===== src/rtl/dmem_arbiter_if.sv =====
// Bundle of the two requester ports and the shared data-memory port.
// The arbiter uses the slave modport; requesters and memory use master.
interface dmem_arbiter_if #(
  parameter int ADDR_W = 8,
  parameter int DATA_W = 19
);
  logic              a_req;
  logic              a_we;
  logic [ADDR_W-1:0] a_addr;
  logic [DATA_W-1:0] a_wdata;
  logic              a_gnt;
  logic              a_stall;
  logic              a_rvalid;
  logic [DATA_W-1:0] a_rdata;

  logic              b_req;
  logic              b_we;
  logic [ADDR_W-1:0] b_addr;
  logic [DATA_W-1:0] b_wdata;
  logic              b_gnt;
  logic              b_rvalid;
  logic [DATA_W-1:0] b_rdata;

  logic              mem_memread;
  logic              mem_memwrite;
  logic [ADDR_W-1:0] mem_addr;
  logic [DATA_W-1:0] mem_wdata;
  logic [DATA_W-1:0] mem_rdata;

  modport master (
    output a_req, a_we, a_addr, a_wdata,
    input  a_gnt, a_stall, a_rvalid, a_rdata,
    output b_req, b_we, b_addr, b_wdata,
    input  b_gnt, b_rvalid, b_rdata,
    input  mem_memread, mem_memwrite, mem_addr, mem_wdata,
    output mem_rdata
  );

  modport slave (
    input  a_req, a_we, a_addr, a_wdata,
    output a_gnt, a_stall, a_rvalid, a_rdata,
    input  b_req, b_we, b_addr, b_wdata,
    output b_gnt, b_rvalid, b_rdata,
    output mem_memread, mem_memwrite, mem_addr, mem_wdata,
    input  mem_rdata
  );
endinterface


===== src/rtl/dmem_arbiter.sv =====
// Two-port arbiter for the shared data memory: fixed priority to A with a
// starvation counter that forces a B win after STARVE_LIMIT contended losses.
module dmem_arbiter #(
  parameter int ADDR_W       = 8,
  parameter int DATA_W       = 19,
  parameter int STARVE_LIMIT = 4
) (
  input logic            i_clk,
  input logic            i_rst_n,
  dmem_arbiter_if.slave  io_bus
);

  typedef enum logic {
    PRI_A = 1'b0,
    PRI_B = 1'b1
  } pri_e;

  localparam logic [3:0] LIMIT_M1 = 4'(STARVE_LIMIT - 1);

  pri_e              r_state;
  logic [3:0]        r_starve;
  logic              r_rpend;
  logic              r_rsel;
  logic [ADDR_W-1:0] r_addr;
  logic [DATA_W-1:0] r_wdata;

  logic              w_a_gnt;
  logic              w_b_gnt;
  logic              w_any_gnt;
  logic              w_contend;
  logic              w_we;
  logic              w_rd_issue;
  logic [ADDR_W-1:0] w_addr;
  logic [DATA_W-1:0] w_wdata;

  // Grants are gated by reset so nothing issues while reset is held low.
  always_comb begin
    w_a_gnt = 1'b0;
    w_b_gnt = 1'b0;
    if (i_rst_n) begin
      if (r_state == PRI_A) begin
        w_a_gnt = io_bus.a_req;
        w_b_gnt = io_bus.b_req & ~io_bus.a_req;
      end else begin
        w_b_gnt = io_bus.b_req;
        w_a_gnt = io_bus.a_req & ~io_bus.b_req;
      end
    end
  end

  assign w_any_gnt  = w_a_gnt | w_b_gnt;
  assign w_contend  = io_bus.a_req & io_bus.b_req;
  assign w_we       = w_b_gnt ? io_bus.b_we    : io_bus.a_we;
  assign w_addr     = w_b_gnt ? io_bus.b_addr  : io_bus.a_addr;
  assign w_wdata    = w_b_gnt ? io_bus.b_wdata : io_bus.a_wdata;
  assign w_rd_issue = w_any_gnt & ~w_we;

  assign io_bus.a_gnt        = w_a_gnt;
  assign io_bus.b_gnt        = w_b_gnt;
  assign io_bus.a_stall      = i_rst_n & io_bus.a_req & ~w_a_gnt;
  assign io_bus.mem_memread  = w_any_gnt & ~w_we;
  assign io_bus.mem_memwrite = w_any_gnt & w_we;
  // Address and data hold the last issued command when idle.
  assign io_bus.mem_addr     = w_any_gnt ? w_addr  : r_addr;
  assign io_bus.mem_wdata    = w_any_gnt ? w_wdata : r_wdata;

  assign io_bus.a_rdata  = io_bus.mem_rdata;
  assign io_bus.b_rdata  = io_bus.mem_rdata;
  assign io_bus.a_rvalid = r_rpend & ~r_rsel;
  assign io_bus.b_rvalid = r_rpend & r_rsel;

  always_ff @(posedge i_clk or negedge i_rst_n) begin
    if (!i_rst_n) begin
      r_state  <= PRI_A;
      r_starve <= 4'd0;
      r_rpend  <= 1'b0;
      r_rsel   <= 1'b0;
      r_addr   <= '0;
      r_wdata  <= '0;
    end else begin
      r_rpend <= w_rd_issue;
      if (w_rd_issue) begin
        r_rsel <= w_b_gnt;
      end
      if (w_any_gnt) begin
        r_addr  <= w_addr;
        r_wdata <= w_wdata;
      end
      case (r_state)
        PRI_A: begin
          if (w_contend & w_a_gnt & (r_starve == LIMIT_M1)) begin
            r_state  <= PRI_B;
            r_starve <= 4'd0;
          end else if (w_b_gnt | ~io_bus.b_req) begin
            r_starve <= 4'd0;
          end else if (w_contend & w_a_gnt) begin
            r_starve <= r_starve + 4'd1;
          end
        end
        PRI_B: begin
          // B holds its request until granted, so this state lasts one cycle.
          if (w_b_gnt | ~io_bus.b_req) begin
            r_state <= PRI_A;
          end
          r_starve <= 4'd0;
        end
        default: begin
          r_state  <= PRI_A;
          r_starve <= 4'd0;
        end
      endcase
    end
  end

endmodule


===== src/flat_wrapper.sv =====
// flat-port wrapper written by rule: the top's interface ports become plain ports
module dmem_arbiter_flat 
#(
  parameter int ADDR_W       = 8,
  parameter int DATA_W       = 19,
  parameter int STARVE_LIMIT = 4
)
  (i_clk, i_rst_n, io_bus_a_req, io_bus_a_we, io_bus_a_addr, io_bus_a_wdata, io_bus_a_gnt, io_bus_a_stall, io_bus_a_rvalid, io_bus_a_rdata, io_bus_b_req, io_bus_b_we, io_bus_b_addr, io_bus_b_wdata, io_bus_b_gnt, io_bus_b_rvalid, io_bus_b_rdata, io_bus_mem_memread, io_bus_mem_memwrite, io_bus_mem_addr, io_bus_mem_wdata, io_bus_mem_rdata);
  dmem_arbiter_if #(.ADDR_W(ADDR_W), .DATA_W(DATA_W)) io_bus_i ();
  input logic i_clk;
  input logic i_rst_n;
  input wire logic [$bits(io_bus_i.a_req)-1:0] io_bus_a_req;
  input wire logic [$bits(io_bus_i.a_we)-1:0] io_bus_a_we;
  input wire logic [$bits(io_bus_i.a_addr)-1:0] io_bus_a_addr;
  input wire logic [$bits(io_bus_i.a_wdata)-1:0] io_bus_a_wdata;
  output wire logic [$bits(io_bus_i.a_gnt)-1:0] io_bus_a_gnt;
  output wire logic [$bits(io_bus_i.a_stall)-1:0] io_bus_a_stall;
  output wire logic [$bits(io_bus_i.a_rvalid)-1:0] io_bus_a_rvalid;
  output wire logic [$bits(io_bus_i.a_rdata)-1:0] io_bus_a_rdata;
  input wire logic [$bits(io_bus_i.b_req)-1:0] io_bus_b_req;
  input wire logic [$bits(io_bus_i.b_we)-1:0] io_bus_b_we;
  input wire logic [$bits(io_bus_i.b_addr)-1:0] io_bus_b_addr;
  input wire logic [$bits(io_bus_i.b_wdata)-1:0] io_bus_b_wdata;
  output wire logic [$bits(io_bus_i.b_gnt)-1:0] io_bus_b_gnt;
  output wire logic [$bits(io_bus_i.b_rvalid)-1:0] io_bus_b_rvalid;
  output wire logic [$bits(io_bus_i.b_rdata)-1:0] io_bus_b_rdata;
  output wire logic [$bits(io_bus_i.mem_memread)-1:0] io_bus_mem_memread;
  output wire logic [$bits(io_bus_i.mem_memwrite)-1:0] io_bus_mem_memwrite;
  output wire logic [$bits(io_bus_i.mem_addr)-1:0] io_bus_mem_addr;
  output wire logic [$bits(io_bus_i.mem_wdata)-1:0] io_bus_mem_wdata;
  input wire logic [$bits(io_bus_i.mem_rdata)-1:0] io_bus_mem_rdata;
  assign io_bus_i.a_req = io_bus_a_req;
  assign io_bus_i.a_we = io_bus_a_we;
  assign io_bus_i.a_addr = io_bus_a_addr;
  assign io_bus_i.a_wdata = io_bus_a_wdata;
  assign io_bus_a_gnt = io_bus_i.a_gnt;
  assign io_bus_a_stall = io_bus_i.a_stall;
  assign io_bus_a_rvalid = io_bus_i.a_rvalid;
  assign io_bus_a_rdata = io_bus_i.a_rdata;
  assign io_bus_i.b_req = io_bus_b_req;
  assign io_bus_i.b_we = io_bus_b_we;
  assign io_bus_i.b_addr = io_bus_b_addr;
  assign io_bus_i.b_wdata = io_bus_b_wdata;
  assign io_bus_b_gnt = io_bus_i.b_gnt;
  assign io_bus_b_rvalid = io_bus_i.b_rvalid;
  assign io_bus_b_rdata = io_bus_i.b_rdata;
  assign io_bus_mem_memread = io_bus_i.mem_memread;
  assign io_bus_mem_memwrite = io_bus_i.mem_memwrite;
  assign io_bus_mem_addr = io_bus_i.mem_addr;
  assign io_bus_mem_wdata = io_bus_i.mem_wdata;
  assign io_bus_i.mem_rdata = io_bus_mem_rdata;
  dmem_arbiter #(.ADDR_W(ADDR_W), .DATA_W(DATA_W), .STARVE_LIMIT(STARVE_LIMIT)) u_core (.i_clk(i_clk), .i_rst_n(i_rst_n), .io_bus(io_bus_i));
endmodule

===== config.mk =====
export PLATFORM = sky130hd
export DESIGN_NAME = dmem_arbiter_flat
export DESIGN_NICKNAME = d
export VERILOG_FILES = /design/src/rtl/dmem_arbiter_if.sv /design/src/rtl/dmem_arbiter.sv /design/src/flat_wrapper.sv
export SDC_FILE = /design/constraint.sdc
export NUM_CORES = 1
export LEC_CHECK = 0
export BUFFER_PORTS_ARGS = -buffer_cell sky130_fd_sc_hd__buf_2
export CORE_MARGIN = 4
export CORE_UTILIZATION = 42
export DETAILED_ROUTE_END_ITERATION = 12
export PLACE_DENSITY = 0.92
export RECOVER_POWER = 50
export SYNTH_ARGS = -nofsm -noshare
export SYNTH_HDL_FRONTEND = slang
export SYNTH_SLANG_ARGS = --single-unit

===== constraint.sdc =====
create_clock -name i_clk -period 3.71 [get_ports i_clk]
set_clock_uncertainty 0.2 [all_clocks]
set_input_delay 0.1855 -clock i_clk [delete_from_list [all_inputs] [get_ports i_clk]]
set_output_delay 0.1855 -clock i_clk [all_outputs]
set_load 0.03 [all_outputs]

==> results.toml, run 1 <==
[synthesis]
yosysTopAreaCell = "dfrtp_1"
syn_area_per_cell_sq_um = 10.8
synthTopCellsByArea = "dfrtp_1 (46%), buf_4 (16%), a221o_1 (15%)"
synthFlopType = "dfrtp_1"
synth-edff-count = 0
netlist_area_sq_mm = 0.00186
synth-seq-cells = 34
yosysSeqAreaShare_pct = 45.7
syn-num-nets = 252
synth_top_area_share_pct = 45.7
synth_warnings = 0
synth.distinct_cells = 31
synthCells = 172
async_flop_share_pct = 100

[detailed_routing]
drt_wl_total_um = 5340
vias = 1724
vias_per_cell = 5.13
drc = 0
avgRoutedWirePerCell_um = 15.9
ant_nets = 0
drt_iter0_drc = 65
firstDrtPassIters = 4

[power]
p_switching_w = 0.000323
comb_power_share_pct = 33.8
peakVddDrop_v = 0.000258
powerDensity_mw_per_mm2 = 385
p_leak_nw = 1.38
p_int_w = 0.000729
pwr-share-seq_pct = 40.2
swShare_pct = 30.7
clock_power_share_pct = 26.0

[clock_network]
postCtsResizedCells = 0
cts_tree = "built"
insertion_delay_ns = 0.28
clk_pin_slew_ns = 0.07
cts_buffer_depth = 2
cts-root-buf = "clkbuf_8"
cts_setup_buffers = 0
numCtsBuffers = 5
cts_sinks = 34
htreeDepth = 2
hold_buffers = 57

[sta]
setup_violations = 0
hold_viol = 0
worst_slack_ns = 0.867
fin_crit_sh_pct = 76.6
finalSetupTns_ns = 0
rsz0062_at_grt = "no"
slew_headroom_pct = 43.3
drv_slew = 0
max_freq_mhz = 352
worst_pin_slew_ns = 0.850
fin_crit_ns = 2.84

[global_route]
grtUsageTotal_pct = 20.2
grt_pass1_wl_um = 8480
grtUsageMet1_pct = 23.4
use_met2_pct = 35.6
met3_usage_pct = 5.95
grt_max_degree = 40
overflow = 0
antenna_found_initial = 0
busiest_layer = "met2"
grt_pass1_vias = 1788

[critical_path]
crit_fanout = 39
worstSetupPathType = "in2reg"
worst_path_largest_cell_delay_ns = 0.57
worstSetupStartpointType = "input pin"
slowest_stage = "dlygate4sd3_1"
setup.worst_path.end_class = "flop"
arrival_ns = 2.80
cp_cell_sequence = "dlygate4sd3_1, clkbuf_1, buf_4, o21ai_2, and2_1, a221o_1, dlygate4sd3_1"
crit_top_cell = "dlygate4sd3_1"
crit_required_ns = 3.67

[final_layout]
antennaDiodeCount = 0
final_common_cell = "buf_2"
finalNetCount = 365
final_cell_mix = "buf_2 (92), dlygate4sd3_1 (57), dfrtp_1 (34)"
fin_cells = 336
area_growth_pct = 46.5
drive_gt1_share_pct = 37.1

[die]
core_sq_mm = 0.00414
die_width_um = 74.6
dieArea_sq_mm = 0.00557
die_h_um = 74.6
initial_utilization_pct = 45.0
io_pins = 151
num_rows = 23

[placement]
port_buffers = 93
dp_cells = 271
gp_congestion = 0.815
hpwl_um = 3260
place_ws_ns = 1.43

[worst_hold_path]
hold_path_class = "in2reg"

[run]
drv_cap = 0

[status]
status = "finished, final reports clean"
[path summary, 6_finish.rpt]
path                                                     start                              to  slack (ns)  depth (start not counted)
min in group asynchronous                              i_rst_n       u_core.r_rsel$_DFFE_PN0P_        0.35                          3
worst max register to register        u_core.r_state$_DFF_PN0_    u_core.r_wdata[11]$_DFF_PN0_        1.23                          4
max in group asynchronous                              i_rst_n     u_core.r_wdata[3]$_DFF_PN0_        2.62                          3
worst max-delay path                                   i_rst_n    u_core.r_wdata[13]$_DFF_PN0_        0.87                          7
worst min register to register  u_core.r_starve[1]$_DFFE_PN0P_  u_core.r_starve[1]$_DFFE_PN0P_        0.36                          2
worst min-delay path                              io_bus_b_req        u_core.r_state$_DFF_PN0_        0.04                          2
[layer usage]
layer	wire length, um	share of wire (%)	vias up
li1	-	-	810
met1	2060	39	828
met2	2770	52	78
met3	456	8.5	8
met4	57	1.1	0
met5	0	0	-
[stage by stage]
step	instance area (sq um)	util, %	hold WS, ns	total power (W)
finish	2730	65.9	0.0363	0.00105
global route	2730	65.9	0.0253	0.00111
CTS	2730	65.9	0.0256	0.00106
detailed placement	2070	49.9	0.0873	0.000698
global placement	2070	49.9	0.0640	0.000693
floorplan	1860	-	-0.310	0.000679
[Yosys cell counts, types with 2 or more instances]
cell type / instances
nor3b_1: 2
a21oi_1: 3
inv_1: 2
buf_6: 2
buf_4: 40
dfrtp_1: 34
nand3_1: 3
clkbuf_1: 2
buf_2: 2
nand2_1: 6
and2_1: 27
nor2b_1: 2
nor2_1: 2
a221o_1: 27
or3_1: 2
[state kept, by name, summed over array words and instances, names as in the netlist]
signal           cells
u_core.r_wdata      19
u_core.r_starve      4
u_core.r_state       1
u_core.r_rpend       1
u_core.r_rsel        1
u_core.r_addr        8
[power groups by stage]
stage | sequential [W] | combinational [W] | clock [W]
2_1_floorplan | 0.000424 | 0.000254 | 0
5_1_grt | 0.000426 | 0.000383 | 0.000302
6_report | 0.000423 | 0.000356 | 0.000274
3_5_place_dp | 0.000428 | 0.000270 | 0
4_1_cts | 0.000422 | 0.000352 | 0.000283
3_3_place_gp | 0.000427 | 0.000266 | 0
[worst max-delay path, delay by kind of cell]
kind	cells	cell delay (ns)
buffers and inverters	4	1.65
and+or+nand+nor	1	0.28
AOI/OAI and AO/OA	2	0.66
[area by class of cell]
type | count | area [sq um]
clock buffer | 7 | 86.3
sequential | 34 | 851
tap | 50 | 62.6
multi-input combinational | 89 | 664
fill | 334 | 1410
inverter | 3 | 11.3
clock inverter | 1 | 5.00
timing repair buffer | 152 | 1050
[cells by family (layout without fill, tap and decap cells)]
group / count (synthesis) / after routing / share of synthesized area, %
AO/OA/AOI/OAI: 38 / 38 / 18.5
flip-flops: 34 / 34 / 45.7
buffers and inverters: 49 / 163 / 18.9
adder cells (fa/ha/maj): 1 / 1 / 0.671
AND/OR/NAND/NOR: 50 / 50 / 16.3
Power figures use the tool's default switching activity.
==> inputs of run 2 (changes only) <==
--- a/config.mk
+++ b/config.mk
@@ -7,9 +7,9 @@
 export LEC_CHECK = 0
 export BUFFER_PORTS_ARGS = -buffer_cell sky130_fd_sc_hd__buf_2
 export CORE_MARGIN = 4
-export CORE_UTILIZATION = 42
+export CORE_UTILIZATION = 35
 export DETAILED_ROUTE_END_ITERATION = 12
-export PLACE_DENSITY = 0.92
+export PLACE_DENSITY = 0.82
 export RECOVER_POWER = 50
 export SYNTH_ARGS = -nofsm -noshare
 export SYNTH_HDL_FRONTEND = slang
==> constraint.sdc (replaced) <==
create_clock -name i_clk -period 2.35 [get_ports i_clk]
set_clock_uncertainty 0.2 [all_clocks]
set_input_delay 0.1175 -clock i_clk [delete_from_list [all_inputs] [get_ports i_clk]]
set_output_delay 0.1175 -clock i_clk [all_outputs]
set_load 0.03 [all_outputs]
==> results.toml, run 2 (synthesis results as in run 1) <==
[status]
status = "finished, final reports clean"

[critical_path]
arrival_ns = 2.23
cp_cell_sequence = "dlygate4sd3_1, buf_2, buf_4, nand3_2, inv_4, a221o_1, dlygate4sd3_1"
r2r_cells = 5
worstSetupPathType = "in2reg"
worstSetupStartpointType = "input pin"
path_delay_family = "buffers and inverters"
path_buf_inv = 5
slowest_stage = "dlygate4sd3_1"
crit_fanout = 29
crit_top_cell = "dlygate4sd3_1"
setup.worst_path.end_class = "flop"
crit_required_ns = 2.30
worst_path_largest_cell_delay_ns = 0.58
critical_path_cell_count = 7

[global_route]
overflow = 0
grt_max_degree = 30
grt_pass1_wl_um = 8600
antenna_found_initial = 0
grtUsageTotal_pct = 17.0
grt_pass1_vias = 1894

[final_layout]
final_common_cell = "buf_2"
final_cell_mix = "buf_2 (90), dlygate4sd3_1 (62), dfrtp_1 (34)"
reg_top3 = "u_core.r_wdata (19), u_core.r_addr (8), u_core.r_starve (4)"
largest_reg_flops = 19
finalNetCount = 371
largest_register = "u_core.r_wdata"
antennaDiodeCount = 0
area_growth_pct = 52.2
fin_area_sq_mm = 0.00284
drive_gt1_share_pct = 35.6

[clock_network]
clk_pin_slew_ns = 0.06
cts-root-buf = "clkbuf_8"
cts_buffer_depth = 2
htreeDepth = 2
insertion_delay_ns = 0.28
cts_tree = "built"
numCtsBuffers = 5
cts_sinks = 34

[power]
p_leak_nw = 1.40
pwr-share-seq_pct = 39.8
comb_power_share_pct = 34.3
power_w = 0.00167
p_switching_w = 0.000511
powerDensity_mw_per_mm2 = 589
p_int_w = 0.00116
peakVddDrop_v = 0.000256
clock_power_share_pct = 25.9
swShare_pct = 30.6

[die]
core_sq_mm = 0.00514
die_h_um = 81.0
die_width_um = 81.0
initial_utilization_pct = 36.2
num_rows = 26
io_pins = 151
dieArea_sq_mm = 0.00655

[detailed_routing]
firstDrtPassIters = 4
vias = 1732
drc = 0
vias_per_cell = 4.78
avgRoutedWirePerCell_um = 15.0
drt_iter0_drc = 50
ant_nets = 0
drt_wl_total_um = 5410

[sta]
fin_crit_ns = 2.28
slew_headroom_pct = 31.1
rsz0062_at_grt = "no"
max_freq_mhz = 439
worst_pin_slew_ns = 1.03
finalSetupTns_ns = 0
holdWs_ns = 0.0350
hold_viol = 0
drv_slew = 0
setup_violations = 0
fin_crit_sh_pct = 96.9

[run]
drv_cap = 0

[worst_hold_path]
hold_depth = 0
hold_path_class = "in2out"

[placement]
port_buffers = 93
gp_congestion = 0.778
hpwl_um = 3280
place_area_sq_mm = 0.00211
run 2: cell types whose count changed in the layout (fill, tap and decap cells not counted):
cell           previous run  this run
dlygate4sd3_1            57        62
clkbuf_1                  2         5
buf_2                    92        90
a21oi_2                   1         0
a21oi_4                   0         1
buf_12                    0         1
buf_4                     2         1
inv_2                     1         0
inv_4                     0         1
o21ai_2                   1         0
o21ai_4                   0         1
run 2: routing by layer:
metal  track usage (%)  part of all wire, %
met1              18.6                   38
met3              4.77                  7.7
met4              4.73                  1.1
met5                 0                    0
met2              31.9                   53
run 2: worst paths after layout:
path,from,to,slack [ns]
max,i_rst_n,u_core.r_addr[5]$_DFF_PN0_,0.07
min,io_bus_mem_rdata[14],io_bus_a_rdata[14],0.04
max reg2reg,u_core.r_state$_DFF_PN0_,u_core.r_addr[5]$_DFF_PN0_,0.10
min reg2reg,u_core.r_starve[1]$_DFFE_PN0P_,u_core.r_starve[1]$_DFFE_PN0P_,0.38
max in group asynchronous,i_rst_n,u_core.r_wdata[10]$_DFF_PN0_,0.55
min in group asynchronous,i_rst_n,u_core.r_addr[2]$_DFF_PN0_,0.56
run 2: area by class of cell:
class	count	area [sq um]
fill	468	2300
clock buffer	7	86.3
clock inverter	1	5.00
sequential	34	851
multi-input combinational	89	679
timing repair buffer	158	1110
inverter	3	13.8
tap	70	87.6
run 2: metrics by stage:
stage               cells  util [%]  worst slack (ns)
floorplan             172         -             0.551
global placement      292      41.1             0.426
detailed placement    292      41.1             0.410
CTS                   362      55.0            0.0153
global route          362      55.2            0.0285
finish                362      55.2            0.0729
run 2: worst register-to-register path: stages (launching register included):
cell	delay [ns]
dfrtp_1	0.45
nand2b_2	0.23
nand3_2	0.11
inv_4	0.14
a221o_1	0.41
dlygate4sd3_1	0.58
run 2: timing repair:
item | in CTS | in global routing
setup buffers | 0 | 0
resized for setup | 0 | 4
hold buffers | 62 | 0
endpoints found under the hold margin | 66 | 0
setup endpoints to repair | 0 | 54
run 2: power by group through the flow:
stage               clock network [W]  registers (W)  logic [W]
floorplan                           0       0.000670   0.000402
global placement                    0       0.000673   0.000424
detailed placement                  0       0.000676   0.000430
CTS                          0.000454       0.000665   0.000565
global route                 0.000478       0.000672   0.000616
finish                       0.000433       0.000664   0.000573
==> inputs of run 3 (changes only) <==
--- a/config.mk
+++ b/config.mk
@@ -7,9 +7,10 @@
 export LEC_CHECK = 0
 export BUFFER_PORTS_ARGS = -buffer_cell sky130_fd_sc_hd__buf_2
 export CORE_MARGIN = 4
-export CORE_UTILIZATION = 35
+export CORE_UTILIZATION = 36
+export CTS_BUF_LIST = sky130_fd_sc_hd__clkbuf_4 sky130_fd_sc_hd__clkbuf_8
 export DETAILED_ROUTE_END_ITERATION = 12
-export PLACE_DENSITY = 0.82
+export PLACE_DENSITY = 0.84
 export RECOVER_POWER = 50
 export SYNTH_ARGS = -nofsm -noshare
 export SYNTH_HDL_FRONTEND = slang
==> results.toml, run 3 (synthesis results as in run 1) <==
[status]
status = "finished, final reports clean"

[global_route]
overflow = 0
grt_pass1_vias = 1929
antenna_found_initial = 0
grtUsageTotal_pct = 17.8
grt_pass1_wl_um = 8800
grt_max_degree = 30

[worst_hold_path]
hold_depth = 0
worst_hold_startpoint = "io_bus_mem_rdata[14]"
hold_path_class = "in2out"

[power]
powerDensity_mw_per_mm2 = 601
p_leak_nw = 1.38
peakVddDrop_v = 0.000304
power_w = 0.00168

[placement]
place_ws_ns = 0.464
port_buffers = 93
hpwl_um = 3170
gp_congestion = 0.830

[detailed_routing]
drt_iter0_drc = 76
drc = 0
vias_per_cell = 4.90
ant_nets = 0
firstDrtPassIters = 4
drt_wl_total_um = 5610
vias = 1748
avgRoutedWirePerCell_um = 15.7

[die]
die_h_um = 79.9
io_pins = 151
core_sq_mm = 0.00488
dieArea_sq_mm = 0.00639
initial_utilization_pct = 38.2
die_width_um = 79.9
num_rows = 25

[critical_path]
setup.worst_path.end_class = "flop"
r2r_cells = 5
crit_fanout = 29
r2r_end = "u_core.r_addr[6]$_DFF_PN0_"
r2r_start = "u_core.r_state$_DFF_PN0_"
crit_required_ns = 2.31
worstSetupPathType = "reg2reg"
worstSetupStartpointType = "flop"
arrival_ns = 2.18
ff2ff_setup_slack_ns = 0.13
startpoint = "u_core.r_state$_DFF_PN0_"
setup.worst_path.end = "u_core.r_addr[6]$_DFF_PN0_"

[final_layout]
final_cell_mix = "buf_2 (90), dlygate4sd3_1 (60), dfrtp_1 (34)"
reg_top3 = "u_core.r_wdata (19), u_core.r_addr (8), u_core.r_starve (4)"
largest_reg_flops = 19
finalNetCount = 369
antennaDiodeCount = 0
postLayoutCoreUtil_pct = 57.2
largest_register = "u_core.r_wdata"
final_common_cell = "buf_2"
area_growth_pct = 49.9
drive_gt1_share_pct = 36.6

[sta]
setup_violations = 0
worst_slack_ns = 0.132
slew_headroom_pct = 48.8
drv_slew = 0
fin_crit_ns = 2.22
rsz0062_at_grt = "no"
worst_pin_slew_ns = 0.768
fin_crit_sh_pct = 94.4
max_freq_mhz = 451
finalSetupTns_ns = 0
hold_viol = 0

[clock_network]
cts_tree = "built"
cts_setup_buffers = 0
cts-root-buf = "clkbuf_8"
insertion_delay_ns = 0.28
cts_sinks = 34
cts_buffer_depth = 2
clk_pin_slew_ns = 0.07
htreeDepth = 2
numCtsBuffers = 5

[run]
drv_cap = 0
[run 3: timing repair]
action,CTS,global route
endpoints found under the hold margin,66,0
gates resized for setup,0,2
hold buffers,60,0
endpoints found under the setup margin,0,22
[run 3: layout make-up]
| cell class | instances | area (sq um) |
|---|---|---|
| Fill cell | 420 | 2090 |
| Timing Repair Buffer | 156 | 1080 |
| Sequential cell | 34 | 851 |
| Multi-Input combinational cell | 89 | 664 |
| Tap cell | 67 | 83.8 |
| Clock buffer | 6 | 82.6 |
| Inverter | 3 | 13.8 |
| Clock inverter | 2 | 12.5 |
[run 3: critical path, cell delays in order, from the launching register on]
cell,delay [ns]
dfrtp_1,0.42
nand2b_2,0.20
nand3_2,0.12
inv_4,0.15
a221o_1,0.42
dlygate4sd3_1,0.58
[run 3: per-stage QoR]
stage / cells / cell area [sq um] / hold slack [ns]
4_1_cts: 357 / 2790 / 0.000505
5_1_grt: 357 / 2790 / 0.0351
3_5_place_dp: 289 / 2100 / -0.172
6_report: 357 / 2790 / 0.0350
3_3_place_gp: 289 / 2100 / -0.176
2_1_floorplan: 172 / 1860 / -0.378
[run 3: where the power goes]
part	switching [W]	internal (W)	total [W]
clock network	0.000207	0.000235	0.000442
registers	0.0000161	0.000649	0.000665
logic	0.000300	0.000270	0.000570
[run 3: worst min-delay path by stage]
stage                                              end  slack, ns
after floorplan             u_core.r_addr[0]$_DFF_PN0_      -0.38
after global placement    u_core.r_wdata[18]$_DFF_PN0_      -0.18
after detailed placement  u_core.r_wdata[18]$_DFF_PN0_      -0.17
after CTS                     u_core.r_rpend$_DFF_PN0_     0.0005
after global routing                io_bus_b_rdata[14]       0.04
final                               io_bus_a_rdata[14]       0.04
[run 3: layer usage]
metal	vias up	part of all wire (%)	GRT usage (%)
li1	815	-	-
met1	828	39	18.9
met2	87	51	32.9
met3	18	8.1	3.72
met4	0	2.0	8.45
met5	-	0	0
